### config.mk
export PLATFORM = sky130hd
export DESIGN_NAME = rf_hazard_scoreboard
export DESIGN_NICKNAME = d
export VERILOG_FILES = /design/src/rtl/rf_hazard_scoreboard.sv
export SDC_FILE = /design/constraint.sdc
export NUM_CORES = 1
export LEC_CHECK = 0
export CORE_MARGIN = 2
export CORE_UTILIZATION = 35
export CTS_CLUSTER_SIZE = 10
export DETAILED_ROUTE_END_ITERATION = 6
export HOLD_SLACK_MARGIN = 0.06
export MAX_ROUTING_LAYER = met4
export SLEW_MARGIN = 10
export SYNTH_ARGS = -nofsm -noshare
export SYNTH_HDL_FRONTEND = slang
export SYNTH_SLANG_ARGS = --single-unit
### constraint.sdc
create_clock -name CLK -period 4.9 [get_ports CLK]
set_input_delay 1.225 -clock CLK [delete_from_list [all_inputs] [get_ports CLK]]
set_output_delay 1.225 -clock CLK [all_outputs]
set_load 0.02 [all_outputs]
### src/rtl/rf_hazard_scoreboard.sv
// rf_hazard_scoreboard: issue-stage scoreboard for the 16x32 register file.
// Counts in-flight writes per register, stalls decode on RAW/WAW-saturation
// hazards and holds the PC (HZPCld=0) while a write to R15 is outstanding.
module rf_hazard_scoreboard #(
    parameter int CNT_W = 2
) (
    input  logic        CLK,
    input  logic        RST,
    input  logic        ID_VALID,
    input  logic [3:0]  ID_SA,
    input  logic [3:0]  ID_SB,
    input  logic [3:0]  ID_SD,
    input  logic [2:0]  ID_USE,
    input  logic        ID_WR,
    input  logic [3:0]  ID_C,
    input  logic        WB_VALID,
    input  logic [3:0]  WB_C,
    input  logic        FLUSH,
    output logic        ISSUE,
    output logic        STALL,
    output logic        HZPCld,
    output logic [15:0] PEND,
    output logic        ERR
);

    localparam logic [CNT_W-1:0] CNT_MAX = '1;

    typedef enum logic {
        RUN,
        PC_WAIT
    } state_t;

    state_t           state;
    state_t           stateNext;
    logic [CNT_W-1:0] cnt     [16];
    logic [CNT_W-1:0] cntNext [16];
    logic [15:0]      incVec;
    logic [15:0]      decVec;
    logic [15:0]      pendNext;
    logic             errNext;
    logic             hazard;

    // Source registers with pending writes, or a destination counter already full, block issue.
    always_comb begin
        hazard = (ID_USE[0] && (cnt[ID_SA] != '0))
               | (ID_USE[1] && (cnt[ID_SB] != '0))
               | (ID_USE[2] && (cnt[ID_SD] != '0))
               | (ID_WR && (cnt[ID_C] == CNT_MAX));
    end

    // Handshake outputs; reset forces the idle values, PC_WAIT holds decode and the PC.
    always_comb begin
        STALL  = 1'b0;
        ISSUE  = 1'b0;
        HZPCld = 1'b1;
        if (RST) begin
            if (state == PC_WAIT) begin
                STALL  = 1'b1;
                HZPCld = 1'b0;
            end else begin
                STALL  = ID_VALID & hazard;
                HZPCld = ~(ID_VALID & hazard);
                ISSUE  = ID_VALID & ~hazard & ~FLUSH;
            end
        end
    end

    // One-hot increment/decrement requests; a retire only counts if a write is outstanding.
    always_comb begin
        incVec = '0;
        decVec = '0;
        if (ISSUE && ID_WR) begin
            incVec[ID_C] = 1'b1;
        end
        if (WB_VALID && (cnt[WB_C] != '0)) begin
            decVec[WB_C] = 1'b1;
        end
    end

    // Next counter values; flush wipes everything, simultaneous inc and dec cancel.
    always_comb begin
        for (int r = 0; r < 16; r++) begin
            cntNext[r] = cnt[r];
            if (FLUSH) begin
                cntNext[r] = '0;
            end else if (incVec[r] && !decVec[r]) begin
                cntNext[r] = cnt[r] + CNT_W'(1);
            end else if (decVec[r] && !incVec[r]) begin
                cntNext[r] = cnt[r] - CNT_W'(1);
            end
            pendNext[r] = (cntNext[r] != '0);
        end
        errNext = ERR | (~FLUSH & WB_VALID & (cnt[WB_C] == '0));
    end

    // PC write sequencing: wait for the R15 write to retire, or abandon it on flush.
    always_comb begin
        stateNext = state;
        if (FLUSH) begin
            stateNext = RUN;
        end else if ((state == RUN) && ISSUE && ID_WR && (ID_C == 4'hF)) begin
            stateNext = PC_WAIT;
        end else if ((state == PC_WAIT) && (cntNext[15] == '0)) begin
            stateNext = RUN;
        end
    end

    // State register.
    always_ff @(posedge CLK or negedge RST) begin
        if (!RST) begin
            state <= RUN;
        end else begin
            state <= stateNext;
        end
    end

    // Counters, pending flags and the sticky error bit.
    always_ff @(posedge CLK or negedge RST) begin
        if (!RST) begin
            for (int r = 0; r < 16; r++) begin
                cnt[r] <= '0;
            end
            PEND <= '0;
            ERR  <= 1'b0;
        end else begin
            for (int r = 0; r < 16; r++) begin
                cnt[r] <= cntNext[r];
            end
            PEND <= pendNext;
            ERR  <= errNext;
        end
    end

endmodule

Yosys cells after proc, flatten, opt, wreduce, memory -nomap -nowiden. Cells that the tools add are included. W data, S select, Z words.

Register bits: 50. Bits of input ports: 29. Output and inout bits: 20. Logic and storage cells: 257.

$add $sub $neg: 32. $lt $le $gt $ge: 9. Equality and inequality tests: 2. Multiplexer cells: 78. Bitwise operators: 18. Reductions and logical operators: 99.

Operator list (count): $mux W2 (58); $logic_and A1 B1 Y1 (44); $bmux W2 S4 (5); $reduce_bool A2 Y1 (20); $add A2 B1 Y2 const B (16); $logic_not A1 Y1 (32); $mux W16 (2); $sub A2 B1 Y2 const B (16); $ge A5 B5 Y1 const B (5); $not A4 Y5 (5); $mux W1 (11); $lt A4 B5 Y1 const B (2); $demux W1 S4 (2); $ge A4 B1 Y1 const B (2); $and A1 B1 Y1 (5); $eq A4 B4 Y1 const B (1); $logic_not A2 Y1 (2); $not A1 Y1 (4); $or A1 B1 Y1 (4); $reduce_bool A3 Y1 (1); $eq A2 B2 Y1 const B (1).

Depth between registers and ports, before layout.
Word-level depth: 26. Mapped depth: 11.

Worst setup path after synthesis. No wires, ideal clock.

Kind: input port to output port. Start: in ID_C[3]. End: out HZPCld. Arrival: 3.462 ns. Required time: 3.675 ns. Path slack: 0.213 ns. Cell stages on the path: 10. Path through: clkbuf_1 -> clkbuf_1 -> mux4_2 -> a22o_1 -> o21ai_4 -> nand2_8 -> buf_6 -> o21a_1 -> o21a_1 -> inv_2.

Word-level cells in the longest chain between the ends: 11.

RTL lines: from (decl) (line 15) `input logic [3:0] ID_C,`; $not A4 Y5 (implied by the code) (line 48) `| (ID_WR && (cnt[ID_C] == CNT_MAX));`; $bmux W2 S4 (line 48); $mux W2 (implied by the code) (2 in a row) (line 48); $eq A2 B2 Y1 (line 48); $logic_and A1 B1 Y1 (line 48); $or A1 B1 Y1 (line 48); $and A1 B1 Y1 (line 62) `HZPCld = ~(ID_VALID & hazard);`; $not A1 Y1 (line 62); $mux W1 (line 57) `if (state == PC_WAIT) begin`; $mux W1 (line 56) `if (RST) begin`; to (decl) (line 21) `output logic HZPCld,`.

Every way passes these cells. The select of a mux whose other input is x is not followed.

Worst setup path in the final report.
Start: in ID_SB[3]. End: out HZPCld.

Word-level cells in the longest chain between the ends: 13.

RTL lines: from (decl) (line 11) `input logic [3:0] ID_SB,`; $not A4 Y5 (implied by the code) (line 46) `| (ID_USE[1] && (cnt[ID_SB] != '0))`; $bmux W2 S4 (line 46); $mux W2 (implied by the code) (2 in a row) (line 46); $reduce_bool A2 Y1 (line 46); $logic_and A1 B1 Y1 (line 46); $or A1 B1 Y1 (line 46); $or A1 B1 Y1 (line 47) `| (ID_USE[2] && (cnt[ID_SD] != '0))`; $or A1 B1 Y1 (line 48); $and A1 B1 Y1 (line 62); $not A1 Y1 (line 62); $mux W1 (line 57); $mux W1 (line 56).

Every way passes these cells. The select of a mux whose other input is x is not followed.

==> qor.txt <==
Worst Hold Path EP: ERR$_DFF_PN0_
Layout area overhead: 23.0%
Synthesized Nets: 470
Num CTS Buffers: 5
power share of the clock group: 0.420
post-layout util: 0.437
number of synthesized flops with an enable pin: 0
maxcap violations: 0
pre-CTS WS: -485 ps
Pwr Density: 201 nW/µm²
Worst Setup SP: ID_SB[3]
FILL cells: 1107
Setup WS post-layout: 102 ps
RSZ-0062 raised after global routing: no
CP Launch Type: input pin
total chip power: 0.994 mW
Slowest cell on crit path: clkdlybuf4s50_1
routed len/inst: 19.8 µm
sequential area share after synthesis: 0.311
Min Clock Period, post-route: 4800 ps
post-synthesis sequential element count: 50
sw frac: 0.262
CP most frequent cell: o21a_1
RR Startpoint: cnt[12]$_DFF_PN0_
Worst-path clk slew: 70 ps
detailed placement HPWL: 9.62 mm
dpl cells: 631
starting density of the core: 0.355
Flop pwr share: 0.419
hold path depth: 1
port bufs: 48
post-route insts no fill: 638
Ant. Diodes: 0
Vias per Instance: 5.91
final RePlAce weighted congestion: 0.910
r2r endpoint: cnt[26]$_DFF_PN0_
R2R setup slack: 1950 ps
R2R cell count: 8
full die area: 12400 µm²
Synth async-reset ratio: 1.00
Post-CTS Hold Buffers: 0
cells after synthesis: 441
# DRC: 0
CP required: 3670 ps
hold crit path type: flop to flop
Initial DRT Pass Iterations: 5
final setup vio count: 0
Setup Skew: 6.94 ps
ys flop type: dfrtp_1
TritonCTS clock tree: done
actual slew at the worst max-slew pin: 661 ps
HP Start: ERR$_DFF_PN0_
Slew Viols, Final: 0
Hold Vio Cnt, Final: 0
Comb pwr share: 0.161
P_sw: 0.260 mW
mean post-synth cell area: 9.12 µm²
DIE WIDTH: 111 µm
setup_tns: 0 ps
crit-path leading delay family: buffers and inverters
most common cell after layout, fill and taps aside: dfrtp_1
Root Buffer: clkbuf_16
WS Path Type: input pin to primary output
Slew Limit Headroom: 0.559
first-pass GRT wire length: 20.3 mm
Core Rows: 39
setup bufs post-CTS: 0
Critical Path Fanout Max: 7
worst vdd rail ir drop: 0.000171 V
routed vias: 3770
grt ovf: 0
Highest Clock Rate: 208 MHz
Netlist cell types: 55
core outline area: 11300 µm²
H-tree levels: 2
status: finished, final reports clean
internal cell power: 0.734 mW
Crit path largest cell delay: 540 ps
clock buffer depth: 2
Post-DRT Antenna Nets: 0
CTS sink count: 50
Cell Area, Synth: 4020 µm²
crit path capture type: primary output
antenna violations before repair: 0
CP Cell Sequence: clkdlybuf4s50_1, nor4b_1, a311o_1, o221ai_2, nand4_2, nand2_8, o21a_1, o21a_1, inv_2, dlygate4sd2_1
nets@finish: 524
proportion of layout cells with a drive suffix above 1: 0.194
Worst-Skew Late Latency: 300 ps
initial DRC count: 305
Pleak: 2.03 nW
Routed WL: 12.6 mm
Top Ports: 49
vias in the first global route: 3687
final period utilization: 0.979
yosys warns: 0
Global Route Usage Sum: 0.216
Die H: 111 µm
Worst Path Buf+Inv: 3
largest net degree at the start of global routing: 56
commonest cells after routing, fill and taps aside: 50 x dfrtp_1, 47 x nor2_1, 41 x clkdlybuf4s50_1
CP Data Arrival Time: 3570 ps
## power by group through the flow
stage	clock network (mW)	logic, mW	registers [mW]
after floorplan	0	0.0844	0.424
after global placement	0	0.158	0.424
after detailed placement	0	0.160	0.424
after CTS	0.427	0.160	0.416
after global routing	0.439	0.174	0.416
final	0.417	0.160	0.416
## worst register-to-register path, delay by kind of cell, from the launching register on
kind,cells,cell delay [ps]
AO/OA/AOI/OAI,2,210
buffers and inverters,1,200
flip-flops,1,560
multiplexers,2,1080
AND/OR/NAND/NOR,3,780
## final cells by class
cell class	count	area (µm²)	area share
Clock buffer	6	139	0.0281
Clock inverter	1	30.0	0.00607
Inverter	17	63.8	0.0129
Multi-Input combinational cell	342	2570	0.520
Sequential cell	50	1250	0.253
Tap cell	143	179	0.0361
Timing Repair Buffer	79	713	0.144
## routing by layer
layer  wire [µm]  up-vias  track usage
met5           0        -            -
met1        5580     1863        0.282
met3         694       22       0.0383
li1            -     1773            -
met4         391        0       0.0724
met2        5940      112        0.341
## state kept, by name, indices dropped and copies added, names as in the netlist
register and flops:
state 1, cnt 32, PEND 16, ERR 1
## logic make-up after synthesis
kind of cell | after synthesis | synth area share
AO/OA/AOI/OAI | 113 | 0.188
AND/OR/NAND/NOR | 197 | 0.307
flip-flops | 50 | 0.311
XOR/XNOR | 8 | 0.0174
buffers and inverters | 49 | 0.0522
multiplexers | 24 | 0.125
## how the worst max path moves through the flow
stage	to	slack (ps)	cells after the start
2_1_floorplan	HZPCld	210	10
3_3_place_gp	HZPCld	-460	9
3_5_place_dp	HZPCld	-480	9
4_1_cts	STALL	70	10
5_1_grt	HZPCld	1	10
6_report	HZPCld	100	10
## synth_stat cells, types with 3 or more instances
library cell | number | area [µm²]
o21ai_0 | 20 | 100
o21a_1 | 12 | 90.1
a21o_1 | 12 | 90.1
nor3b_2 | 9 | 113
o21bai_1 | 4 | 30.0
a21oi_1 | 15 | 75.1
buf_2 | 5 | 25.0
mux4_2 | 17 | 383
mux2i_1 | 4 | 40.0
o21ai_1 | 13 | 65.1
nand4_1 | 30 | 188
nor3_2 | 13 | 130
and3_1 | 4 | 25.0
xnor2_1 | 8 | 70.1
nor2_1 | 47 | 176
dfrtp_1 | 50 | 1250
a211oi_1 | 16 | 120
nand2_1 | 19 | 71.3
a31oi_1 | 4 | 25.0
nor2b_1 | 8 | 50.1
mux4_1 | 3 | 78.8
nor4b_1 | 4 | 35.0
nor3_1 | 22 | 110
nand3_1 | 7 | 35.0
and2_1 | 4 | 25.0
nand2b_1 | 5 | 31.3
nor3b_1 | 10 | 75.1
a221oi_1 | 3 | 26.3
clkbuf_1 | 22 | 82.6
inv_1 | 16 | 60.1
## stage by stage
step	cell area, µm²	hold slack (ps)
finish	4950	471
global route	4950	491
CTS	4940	479
detailed placement	4780	465
global placement	4780	453
floorplan	4020	516
## repair_timing
item,4_1_cts,5_1_grt
endpoints found under the hold margin,0,0
pin swaps,1,1
gates resized for setup,7,2
endpoints found under the setup margin,3,2
No activity file was read; power rests on OpenSTA's default activity.
